### config.mk
export PLATFORM = sky130hd
export DESIGN_NAME = vga_timing_gen
export DESIGN_NICKNAME = d
export VERILOG_FILES = /design/src/rtl/vga_timing_gen.sv
export SDC_FILE = /design/constraint.sdc
export NUM_CORES = 1
export LEC_CHECK = 0
export CORE_ASPECT_RATIO = 0.5
export CORE_MARGIN = 2
export CORE_UTILIZATION = 52
export DETAILED_ROUTE_END_ITERATION = 7
export PLACE_DENSITY = 0.82
export SLEW_MARGIN = 20
export SYNTH_ARGS = -nofsm -noshare
export SYNTH_HDL_FRONTEND = slang
export SYNTH_SLANG_ARGS = --single-unit
### constraint.sdc
create_clock -name clk -period 9.7 [get_ports clk]
set_input_delay 2.91 -clock clk [delete_from_list [all_inputs] [get_ports clk]]
set_output_delay 2.91 -clock clk [all_outputs]
set_load 0.05 [all_outputs]
### src/rtl/vga_timing_gen.sv
`default_nettype none
// ============================================================================
// vga_timing_gen : dual-mode VGA timing generator; mode switches on frame wrap.
// Optional colour-bar test pattern: define VGA_TIMING_TESTPATTERN_EN.
// Revision: 1.0
// ============================================================================
module vga_timing_gen #(
   parameter int unsigned COUNT_W    = 11,
   parameter int unsigned RGB_W      = 12,
   parameter int unsigned A_H_TOT    = 1056,
   parameter int unsigned A_H_VIS    = 800,
   parameter int unsigned A_HS_START = 840,
   parameter int unsigned A_HS_LEN   = 128,
   parameter int unsigned A_V_TOT    = 628,
   parameter int unsigned A_V_VIS    = 600,
   parameter int unsigned A_VS_START = 601,
   parameter int unsigned A_VS_LEN   = 4,
   parameter bit          A_HS_POL   = 1'b1,
   parameter bit          A_VS_POL   = 1'b1,
   parameter int unsigned B_H_TOT    = 800,
   parameter int unsigned B_H_VIS    = 640,
   parameter int unsigned B_HS_START = 656,
   parameter int unsigned B_HS_LEN   = 96,
   parameter int unsigned B_V_TOT    = 525,
   parameter int unsigned B_V_VIS    = 480,
   parameter int unsigned B_VS_START = 490,
   parameter int unsigned B_VS_LEN   = 2,
   parameter bit          B_HS_POL   = 1'b0,
   parameter bit          B_VS_POL   = 1'b0
) (
   input  logic               clk,
   input  logic               rst,
   input  logic               en,
   input  logic               mode_sel,
   output logic               mode_active,
   output logic               frame_start,
   output logic [COUNT_W-1:0] vga_out_hcount,
   output logic [COUNT_W-1:0] vga_out_vcount,
   output logic               vga_out_hsync,
   output logic               vga_out_vsync,
   output logic               vga_out_hblnk,
   output logic               vga_out_vblnk,
   output logic [RGB_W-1:0]   vga_out_rgb
);

   localparam int unsigned XW = COUNT_W + 1;
   localparam logic [COUNT_W-1:0] ONE = COUNT_W'(1);

   // Compare constants carry one extra bit so START+LEN == 2^COUNT_W still fits.
   localparam logic [COUNT_W:0] A_H_LAST = XW'(A_H_TOT - 1);
   localparam logic [COUNT_W:0] A_V_LAST = XW'(A_V_TOT - 1);
   localparam logic [COUNT_W:0] A_HV     = XW'(A_H_VIS);
   localparam logic [COUNT_W:0] A_VV     = XW'(A_V_VIS);
   localparam logic [COUNT_W:0] A_HS_B   = XW'(A_HS_START);
   localparam logic [COUNT_W:0] A_HS_E   = XW'(A_HS_START + A_HS_LEN);
   localparam logic [COUNT_W:0] A_VS_B   = XW'(A_VS_START);
   localparam logic [COUNT_W:0] A_VS_E   = XW'(A_VS_START + A_VS_LEN);
   localparam logic [COUNT_W:0] B_H_LAST = XW'(B_H_TOT - 1);
   localparam logic [COUNT_W:0] B_V_LAST = XW'(B_V_TOT - 1);
   localparam logic [COUNT_W:0] B_HV     = XW'(B_H_VIS);
   localparam logic [COUNT_W:0] B_VV     = XW'(B_V_VIS);
   localparam logic [COUNT_W:0] B_HS_B   = XW'(B_HS_START);
   localparam logic [COUNT_W:0] B_HS_E   = XW'(B_HS_START + B_HS_LEN);
   localparam logic [COUNT_W:0] B_VS_B   = XW'(B_VS_START);
   localparam logic [COUNT_W:0] B_VS_E   = XW'(B_VS_START + B_VS_LEN);

   generate
      if ((RGB_W % 3 != 0) ||
          (64'(A_H_TOT) > (64'd1 << COUNT_W)) || (64'(A_V_TOT) > (64'd1 << COUNT_W)) ||
          (64'(B_H_TOT) > (64'd1 << COUNT_W)) || (64'(B_V_TOT) > (64'd1 << COUNT_W)) ||
          (A_HS_START + A_HS_LEN > A_H_TOT) || (A_VS_START + A_VS_LEN > A_V_TOT) ||
          (B_HS_START + B_HS_LEN > B_H_TOT) || (B_VS_START + B_VS_LEN > B_V_TOT))
      begin : g_param_err
         $error("vga_timing_gen: inconsistent timing parameters");
      end
   endgenerate

   logic [COUNT_W-1:0] hcount_q, hcount_d, vcount_q, vcount_d;
   logic               mode_q, mode_d;
   logic               hsync_q, hsync_d, vsync_q, vsync_d;
   logic               hblnk_q, hblnk_d, vblnk_q, vblnk_d;
   logic               frame_start_q, frame_start_d;
   logic [COUNT_W:0]   h_ext, v_ext;
   logic               h_last, v_last, hs_win, vs_win;

   // Next position is computed first; all derived signals describe that position
   // under the mode that will govern it, so a switch lands cleanly on (0,0).
   always_comb begin
      hcount_d      = hcount_q;
      vcount_d      = vcount_q;
      mode_d        = mode_q;
      hsync_d       = hsync_q;
      vsync_d       = vsync_q;
      hblnk_d       = hblnk_q;
      vblnk_d       = vblnk_q;
      frame_start_d = frame_start_q;
      h_ext         = '0;
      v_ext         = '0;
      hs_win        = 1'b0;
      vs_win        = 1'b0;
      h_last        = ({1'b0, hcount_q} == (mode_q ? B_H_LAST : A_H_LAST));
      v_last        = ({1'b0, vcount_q} == (mode_q ? B_V_LAST : A_V_LAST));
      if (en) begin
         if (h_last) begin
            hcount_d = '0;
            vcount_d = v_last ? '0 : vcount_q + ONE;
         end else begin
            hcount_d = hcount_q + ONE;
         end
         if (h_last && v_last) mode_d = mode_sel;
         h_ext         = {1'b0, hcount_d};
         v_ext         = {1'b0, vcount_d};
         hblnk_d       = (h_ext >= (mode_d ? B_HV : A_HV));
         vblnk_d       = (v_ext >= (mode_d ? B_VV : A_VV));
         hs_win        = (h_ext >= (mode_d ? B_HS_B : A_HS_B)) && (h_ext < (mode_d ? B_HS_E : A_HS_E));
         vs_win        = (v_ext >= (mode_d ? B_VS_B : A_VS_B)) && (v_ext < (mode_d ? B_VS_E : A_VS_E));
         hsync_d       = ~(hs_win ^ (mode_d ? B_HS_POL : A_HS_POL));
         vsync_d       = ~(vs_win ^ (mode_d ? B_VS_POL : A_VS_POL));
         frame_start_d = (hcount_d == '0) && (vcount_d == '0);
      end
   end

   always_ff @(posedge clk or posedge rst) begin
      if (rst) begin
         hcount_q      <= '0;
         vcount_q      <= '0;
         mode_q        <= 1'b0;
         hsync_q       <= ~A_HS_POL;
         vsync_q       <= ~A_VS_POL;
         hblnk_q       <= 1'b0;
         vblnk_q       <= 1'b0;
         frame_start_q <= 1'b0;
      end else begin
         hcount_q      <= hcount_d;
         vcount_q      <= vcount_d;
         mode_q        <= mode_d;
         hsync_q       <= hsync_d;
         vsync_q       <= vsync_d;
         hblnk_q       <= hblnk_d;
         vblnk_q       <= vblnk_d;
         frame_start_q <= frame_start_d;
      end
   end

`ifdef VGA_TIMING_TESTPATTERN_EN
   localparam int unsigned CH = RGB_W / 3;
   localparam logic [COUNT_W:0] A_BAR_LAST = XW'(((A_H_VIS / 8) > 0 ? (A_H_VIS / 8) : 1) - 1);
   localparam logic [COUNT_W:0] B_BAR_LAST = XW'(((B_H_VIS / 8) > 0 ? (B_H_VIS / 8) : 1) - 1);

   logic [2:0]         bar_q, bar_d;
   logic [COUNT_W-1:0] bar_px_q, bar_px_d;
   logic [RGB_W-1:0]   rgb_q, rgb_d;

   // Bar index in bar_d: bit2 clears green, bit1 clears red, bit0 clears blue.
   always_comb begin
      bar_d    = bar_q;
      bar_px_d = bar_px_q;
      rgb_d    = rgb_q;
      if (en) begin
         if (hcount_d == '0) begin
            bar_d    = '0;
            bar_px_d = '0;
         end else if ({1'b0, bar_px_q} == (mode_d ? B_BAR_LAST : A_BAR_LAST)) begin
            bar_px_d = '0;
            if (bar_q != 3'd7) bar_d = bar_q + 3'd1;
         end else begin
            bar_px_d = bar_px_q + ONE;
         end
         rgb_d = (hblnk_d || vblnk_d) ? '0 :
                 {{CH{~bar_d[1]}}, {CH{~bar_d[2]}}, {CH{~bar_d[0]}}};
      end
   end

   always_ff @(posedge clk or posedge rst) begin
      if (rst) begin
         bar_q    <= '0;
         bar_px_q <= '0;
         rgb_q    <= '0;
      end else begin
         bar_q    <= bar_d;
         bar_px_q <= bar_px_d;
         rgb_q    <= rgb_d;
      end
   end

   assign vga_out_rgb = rgb_q;
`else
   assign vga_out_rgb = '0;
`endif

   assign mode_active    = mode_q;
   assign frame_start    = frame_start_q;
   assign vga_out_hcount = hcount_q;
   assign vga_out_vcount = vcount_q;
   assign vga_out_hsync  = hsync_q;
   assign vga_out_vsync  = vsync_q;
   assign vga_out_hblnk  = hblnk_q;
   assign vga_out_vblnk  = vblnk_q;

endmodule
`default_nettype wire

==> summary.md, run 1 <==
| Metric | Value |
|---|---|
| Outcome | `completed` |
| Post-synth EDFFs | `0` |
| Cts hold-fix bufs | `0` |
| Setup TNS | `0 ns` |
| Vias | `between 2000 and 2500` |
| Clock buffer count from CTS | `3` |
| Clock Sinks | `28` |
| Syn_area_per_cell | `slightly below 9 um^2` |
| Worst Skew | `around 0.014 ns` |
| Leading cell type in the layout, fill and taps excluded | `clkdlybuf4s50_1` |
| Sequential fraction of the synthesis area | `between 20% and 30%` |
| PwrDens | `203.8 mW/mm^2` |
| Setup WS pre-CTS | `about 4.5 ns` |
| Worst hold path class | `reg -> reg` |
| Leakage | `1.084 nW` |
| Residual DRC | `0` |
| Clock H-tree levels | `1` |
| Comb power frac | `around half` |
| Final period utilization | `approximately 51%` |
| Vias per inst | `6.118` |
| All-Layer GR Usage | `a little under a quarter` |
| Worst hold path stage count | `2` |
| Reg clk slew, reported paths | `0.10 ns` |
| Port Buffer Count | `31` |
| Worst Tran Pin Value | `about 1 ns` |
| R2R depth | `10` |
| N_diodes | `0` |
| Post-CTS sizing | `0` |
| Chip Height | `~52 um` |
| Top cells by area, synth | `dfrtp_1 29%, xnor2_1 6.2%, ha_1 5.2%` |
| WP data arrival | `roughly 5.2 ns` |
| Worst skew pair latency | `just under 0.3 ns` |
| Fin nets | `roughly 310` |
| 1st-pass router iterations | `4` |
| Area growth, synth to finish | `14.37%` |
| Setup-failing EPs final | `0` |
| First-pass GRT wire length | `9742 um` |
| Tmin final | `between 4 and 5 ns` |
| Core Box Area | `between 0.004 and 0.005 mm^2` |
| Placed wire-length estimate | `4209 um` |
| Net Sw Frac | `a little under half` |
| Number of library cell types mapped by synthesis | `between 60 and 70` |
| Mapped Cells | `~280` |
| Crit path launch type | `primary input` |
| Bufs on Longest Clock Path | `2` |
| Setup WS post-layout | `approximately 4.7 ns` |
| Cell type with the largest total area after synthesis | `dfrtp_1` |
| Die width | `100.2 um` |
| Switching power | `around 0.00026 W` |
| Setup crit end kind | `flop` |
| Total power | `about 0.00056 W` |
| I/O pins | `44` |
| Final wirelength | `5798 um` |
| Crit Reg-Reg Startpoint | `mode_active` |
| Hold Path Sink | `frame_start` |
| Worst relative slew slack | `between 30% and 40%` |
| Dpl cells | `approximately 350` |
| Crit path kind | `in -> reg` |
| Flops & latches, synth | `28` |
| Vias in the first global route | `~2000` |
| Max Slew Vio Count | `0` |
| Hold_sp | `frame_start` |
| Yosys top cell area share | `roughly 29%` |
| Congestion Overflow GR | `0` |
| Full die area | `between 0.005 and 0.006 mm^2` |
| Main synth FF type | `dfrtp_1` |
| Starting Density | `54.33%` |
| Utilization after layout | `62.13%` |
| CP required | `around 9.9 ns` |
| Clk pwr share | `around 17%` |
| Largest net degree at the start of global routing | `39` |
| Ys async rst share | `100.0%` |
| Max-Cap Viols | `0` |
| Rows | `17` |
| Postcts setup bufs | `0` |
| Routed len/inst | `16.29 um` |
| RSZ-0062 raised after global routing | `false` |
| Synthesized cell area | `around 0.0024 mm^2` |
| Gp weighted congestion | `0.9409` |
| Share of cells above drive strength 1 | `a little under a tenth` |
| Fmax | `roughly 0.20 GHz` |
| Sequential share of power | `roughly a third` |
| P_int | `around 0.00030 W` |
| CTS tree | `built` |
| Initial antenna violation count | `0` |
| Post-Layout Cell Count | `about 360` |
| CP max FO | `4` |
| Most frequent cells in the layout | `31 x clkdlybuf4s50_1, 28 x dfrtp_1, 26 x nor2_1, 17 x xnor2_1, 17 x nand2_1` |
| Synth warn | `0` |
| FF-to-FF setup slack | `about 6 ns` |
| Initial DRC count | `approximately 180` |
| Fin. Hold Viols | `0` |
| Worst VDD drop | `0.0001006 V` |
| Clock root cell | `clkbuf_8` |
| Critical R2R Capture | `vga_out_vsync` |
| ANT nets after route | `0` |
kinds of logic (layout without fill, tap and decap cells):
| group | count (synthesis) | after routing | share of synthesized area [%] |
|---|---|---|---|
| AND/OR/NAND/NOR | 106 | 106 | 24.47 |
| AO/OA/AOI/OAI | 61 | 61 | 19.05 |
| buffers and inverters | 38 | 48 | 8.381 |
| flip-flops | 28 | 28 | 29.15 |
| XOR/XNOR | 23 | 23 | 8.381 |
| multiplexers | 11 | 11 | 5.206 |
| adder cells (fa/ha/maj) | 10 | 10 | 5.206 |
| other | 1 | 12 | 0.1560 |
through the flow:
step,hold WS [ns],instance area (um^2)
CTS,0.5060,2749
floorplan,0.7681,2445
global placement,0.4677,2678
finish,0.5002,2749
detailed placement,0.4830,2678
global route,0.5311,2749
layout make-up:
cell class,count,area (um^2)
clock buffer,3,41.29
clock inverter,1,30.03
fill,383,1675
inverter,12,45.04
multi-input combinational,223,1543
sequential,28,700.7
tap,57,71.32
timing repair buffer,32,317.8
Yosys cell counts, types with 2 or more instances:
cell,number
inv_1,12
buf_2,2
nor2_1,26
o211ai_1,4
buf_4,13
nand3_1,13
a21boi_0,2
nor4b_1,3
nand2b_1,3
o21ai_0,10
o31a_1,2
nand4_1,10
and3_1,4
nor4bb_1,2
and4b_1,2
o31ai_1,3
xor2_1,6
ha_1,10
mux2i_1,2
o21bai_1,2
xnor2_1,17
nor4_1,3
a31o_2,2
nor3_1,6
nor2b_1,2
dfrtp_1,28
clkbuf_1,10
a21oi_1,14
a31oi_1,7
nand2_1,17
mux2_2,8
a211oi_1,2
or3_1,3
state kept, by name, indices dropped and copies added, names as in the netlist:
register        count
mode_active         1
vga_out_hblnk       1
frame_start         1
vga_out_vsync       1
vga_out_hcount     11
vga_out_vcount     11
vga_out_hsync       1
vga_out_vblnk       1
power by group through the flow:
stage | registers [W] | clock network, W | logic (W)
after floorplan | 0.000231 | 0 | 0.000161
after global placement | 0.000181 | 0 | 0.000272
after detailed placement | 0.000183 | 0 | 0.000279
after CTS | 0.000181 | 0.0000973 | 0.000280
after global routing | 0.000187 | 0.000103 | 0.000301
final | 0.000182 | 0.0000972 | 0.000281
worst max path at each step:
stage	slack, ns	start	cells past startpoint	to
after CTS	4.77	mode_sel	10	vga_out_vsync
after detailed placement	4.46	mode_sel	10	vga_out_vsync
after global routing	4.61	mode_sel	8	vga_out_vsync
after floorplan	5.20	mode_sel	9	vga_out_vsync
after global placement	4.52	mode_sel	10	vga_out_vsync
final	4.75	mode_sel	10	vga_out_vsync
routing by layer:
layer	GRT usage (%)	part of all wire (%)
met1	32.67	47
met2	40.72	45
met3	3.495	8.0
met4	4.110	0.83
met5	0	0
critical path: stages:
cell and delay, ns:
clkdlybuf4s50_1 0.58, a21oi_1 0.13, ha_1 0.30, nand2b_1 0.09, a21oi_1 0.06, o31a_1 0.12, a2111oi_4 0.33, o211ai_1 0.14
or3_1 0.31, a31oi_1 0.17
(Power assumes the default switching activity.)
==> run 2, diff against run 1 <==
--- a/config.mk
+++ b/config.mk
@@ -7,9 +7,9 @@
 export LEC_CHECK = 0
 export CORE_ASPECT_RATIO = 0.5
 export CORE_MARGIN = 2
-export CORE_UTILIZATION = 52
+export CORE_UTILIZATION = 48
 export DETAILED_ROUTE_END_ITERATION = 7
-export PLACE_DENSITY = 0.82
+export PLACE_DENSITY = 0.8
 export SLEW_MARGIN = 20
 export SYNTH_ARGS = -nofsm -noshare
 export SYNTH_HDL_FRONTEND = slang
==> constraint.sdc (replaced) <==
create_clock -name clk -period 4.1 [get_ports clk]
set_input_delay 1.23 -clock clk [delete_from_list [all_inputs] [get_ports clk]]
set_output_delay 1.23 -clock clk [all_outputs]
set_load 0.05 [all_outputs]
==> run 2 against run 1 <==
Compared with the run above:
- via count is 0.51% higher
- highest routed layer unchanged
- combinational power rose by 140%
- sequential share of layout area shrank 0.49 points
- largest power group unchanged
==> summary.md, run 2 (synthesized netlist as in run 1, its figures left out) <==
| Metric | Value |
|---|---|
| Outcome | `completed` |
| Worst skew pair latency | `0.28 ns` |
| Chip Height | `~54 um` |
| I/O pins | `44` |
| Starting Density | `about 49%` |
| Leakage | `1.109 nW` |
| Worst relative slew slack | `~45%` |
| Placed wire-length estimate | `4624 um` |
| Reg clk slew, reported paths | `roughly 0.11 ns` |
| Crit path kind | `reg -> reg` |
| All-Layer GR Usage | `between 20 and 25%` |
| Setup TNS | `0 ns` |
| Vias per inst | `5.853` |
| Final wirelength | `around 6100 um` |
| Residual DRC | `0` |
| Die width | `approximately 100 um` |
| Clock buffer count from CTS | `3` |
| Most frequent cells in the layout | `31 x clkdlybuf4s50_1, 28 x dfrtp_1, 26 x nor2_1, 17 x xnor2_1, 17 x nand2_1` |
| Fin nets | `~320` |
| Initial antenna violation count | `0` |
| Tmin final | `approximately 3.7 ns` |
| CP required | `~4.3 ns` |
| Initial DRC count | `~140` |
| PwrDens | `~470 mW/mm^2` |
| Leading cell type in the layout, fill and taps excluded | `clkdlybuf4s50_1` |
| RSZ-0062 raised after global routing | `false` |
| Post-CTS sizing | `0` |
| Fin. Hold Viols | `0` |
| ANT nets after route | `0` |
| Worst VDD drop | `0.0002466 V` |
| Rows | `18` |
| Crit path launch type | `flop` |
| Cts hold-fix bufs | `0` |
| Port Buffer Count | `31` |
| Setup WS post-layout | `0.4176 ns` |
| Utilization after layout | `~58%` |
| Bufs on Longest Clock Path | `2` |
| Max-Cap Viols | `0` |
| Vias | `approximately 2200` |
| CTS tree | `built` |
| Max Slew Vio Count | `0` |
| Clock root cell | `clkbuf_8` |
| Gp weighted congestion | `between 0.8 and 0.9` |
| Dpl cells | `between 300 and 400` |
| Total power | `between 0.001 and 0.0015 W` |
| WP data arrival | `roughly 3.9 ns` |
| First-pass GRT wire length | `between 10000 and 15000 um` |
| Worst Skew | `0.01061 ns` |
| Fmax | `roughly 0.27 GHz` |
| Worst hold path class | `reg -> reg` |
| Vias in the first global route | `slightly above 2000` |
| Post-Layout Cell Count | `about 370` |
| Full die area | `between 0.005 and 0.006 mm^2` |
| Setup-failing EPs final | `0` |
| N_diodes | `0` |
| Postcts setup bufs | `0` |
| Final period utilization | `approximately nine tenths` |
| Clock H-tree levels | `1` |
| Setup crit end kind | `flop` |
| Area growth, synth to finish | `16.61%` |
| Worst Tran Pin Value | `0.8302 ns` |
| Share of cells above drive strength 1 | `10.20%` |
| Core Box Area | `between 0.004 and 0.005 mm^2` |
| Setup WS pre-CTS | `roughly 0.51 ns` |
| CP max FO | `13` |
| Fillers | `between 400 and 500` |
| Clock Sinks | `28` |
| Largest net degree at the start of global routing | `21` |
| Routed len/inst | `around 16 um` |
| 1st-pass router iterations | `4` |
| Congestion Overflow GR | `0` |
[run 2: worst paths after layout]
path	depth (start not counted)	slack, ns	start	endpoint
worst min register to register	2	0.50	frame_start	frame_start
min in group asynchronous	2	1.40	rst	vga_out_hcount[3]
worst max register to register	10	0.42	mode_active	vga_out_vsync
worst max-delay path	10	0.42	mode_active	vga_out_vsync
worst min-delay path	2	0.50	frame_start	frame_start
max in group asynchronous	3	2.05	rst	vga_out_vcount[1]
[run 2: cell type report]
cell class | instances | area, um^2 | area share [%]
Clock buffer | 3 | 41.29 | 1.473
Clock inverter | 1 | 30.03 | 1.071
Inverter | 12 | 45.04 | 1.607
Multi-Input combinational cell | 223 | 1543 | 55.04
Sequential cell | 28 | 700.7 | 25.00
Tap cell | 70 | 87.58 | 3.125
Timing Repair Buffer | 37 | 355.3 | 12.68
[run 2: critical path, cell delays in order (launching register included)]
cell and delay [ns]:
dfrtp_1 0.58, or4b_4 0.64, a211oi_4 0.34, a31oi_1 0.25, a21oi_4 0.38, inv_1 0.22, ha_1 0.28, a2111oi_4 0.28
o211ai_1 0.15, or3_1 0.32, a31oi_1 0.17
[run 2: power breakdown]
group	switching [W]	internal (W)	total, W
registers	0.000105	0.000325	0.000430
logic	0.000417	0.000247	0.000664
clock network	0.0000945	0.000131	0.000225
total	0.000616	0.000703	0.00132
[run 2: metal layers]
layer  part of all wire, %  wire (um)  track usage [%]  up-vias
li1                      -          -                -     1046
met1                    47       2888            30.26     1069
met2                    47       2845            41.23       68
met3                   5.5        335            3.148        6
met4                  0.75         46            2.703        0
met5                     0          0                0        -
[run 2: stage by stage]
step / area [um^2] / hold WS (ns)
2_1_floorplan: 2445 / 0.7681
3_3_place_gp: 2731 / 0.4669
3_5_place_dp: 2731 / 0.4785
4_1_cts: 2803 / 0.5046
5_1_grt: 2803 / 0.5367
6_report: 2803 / 0.4975
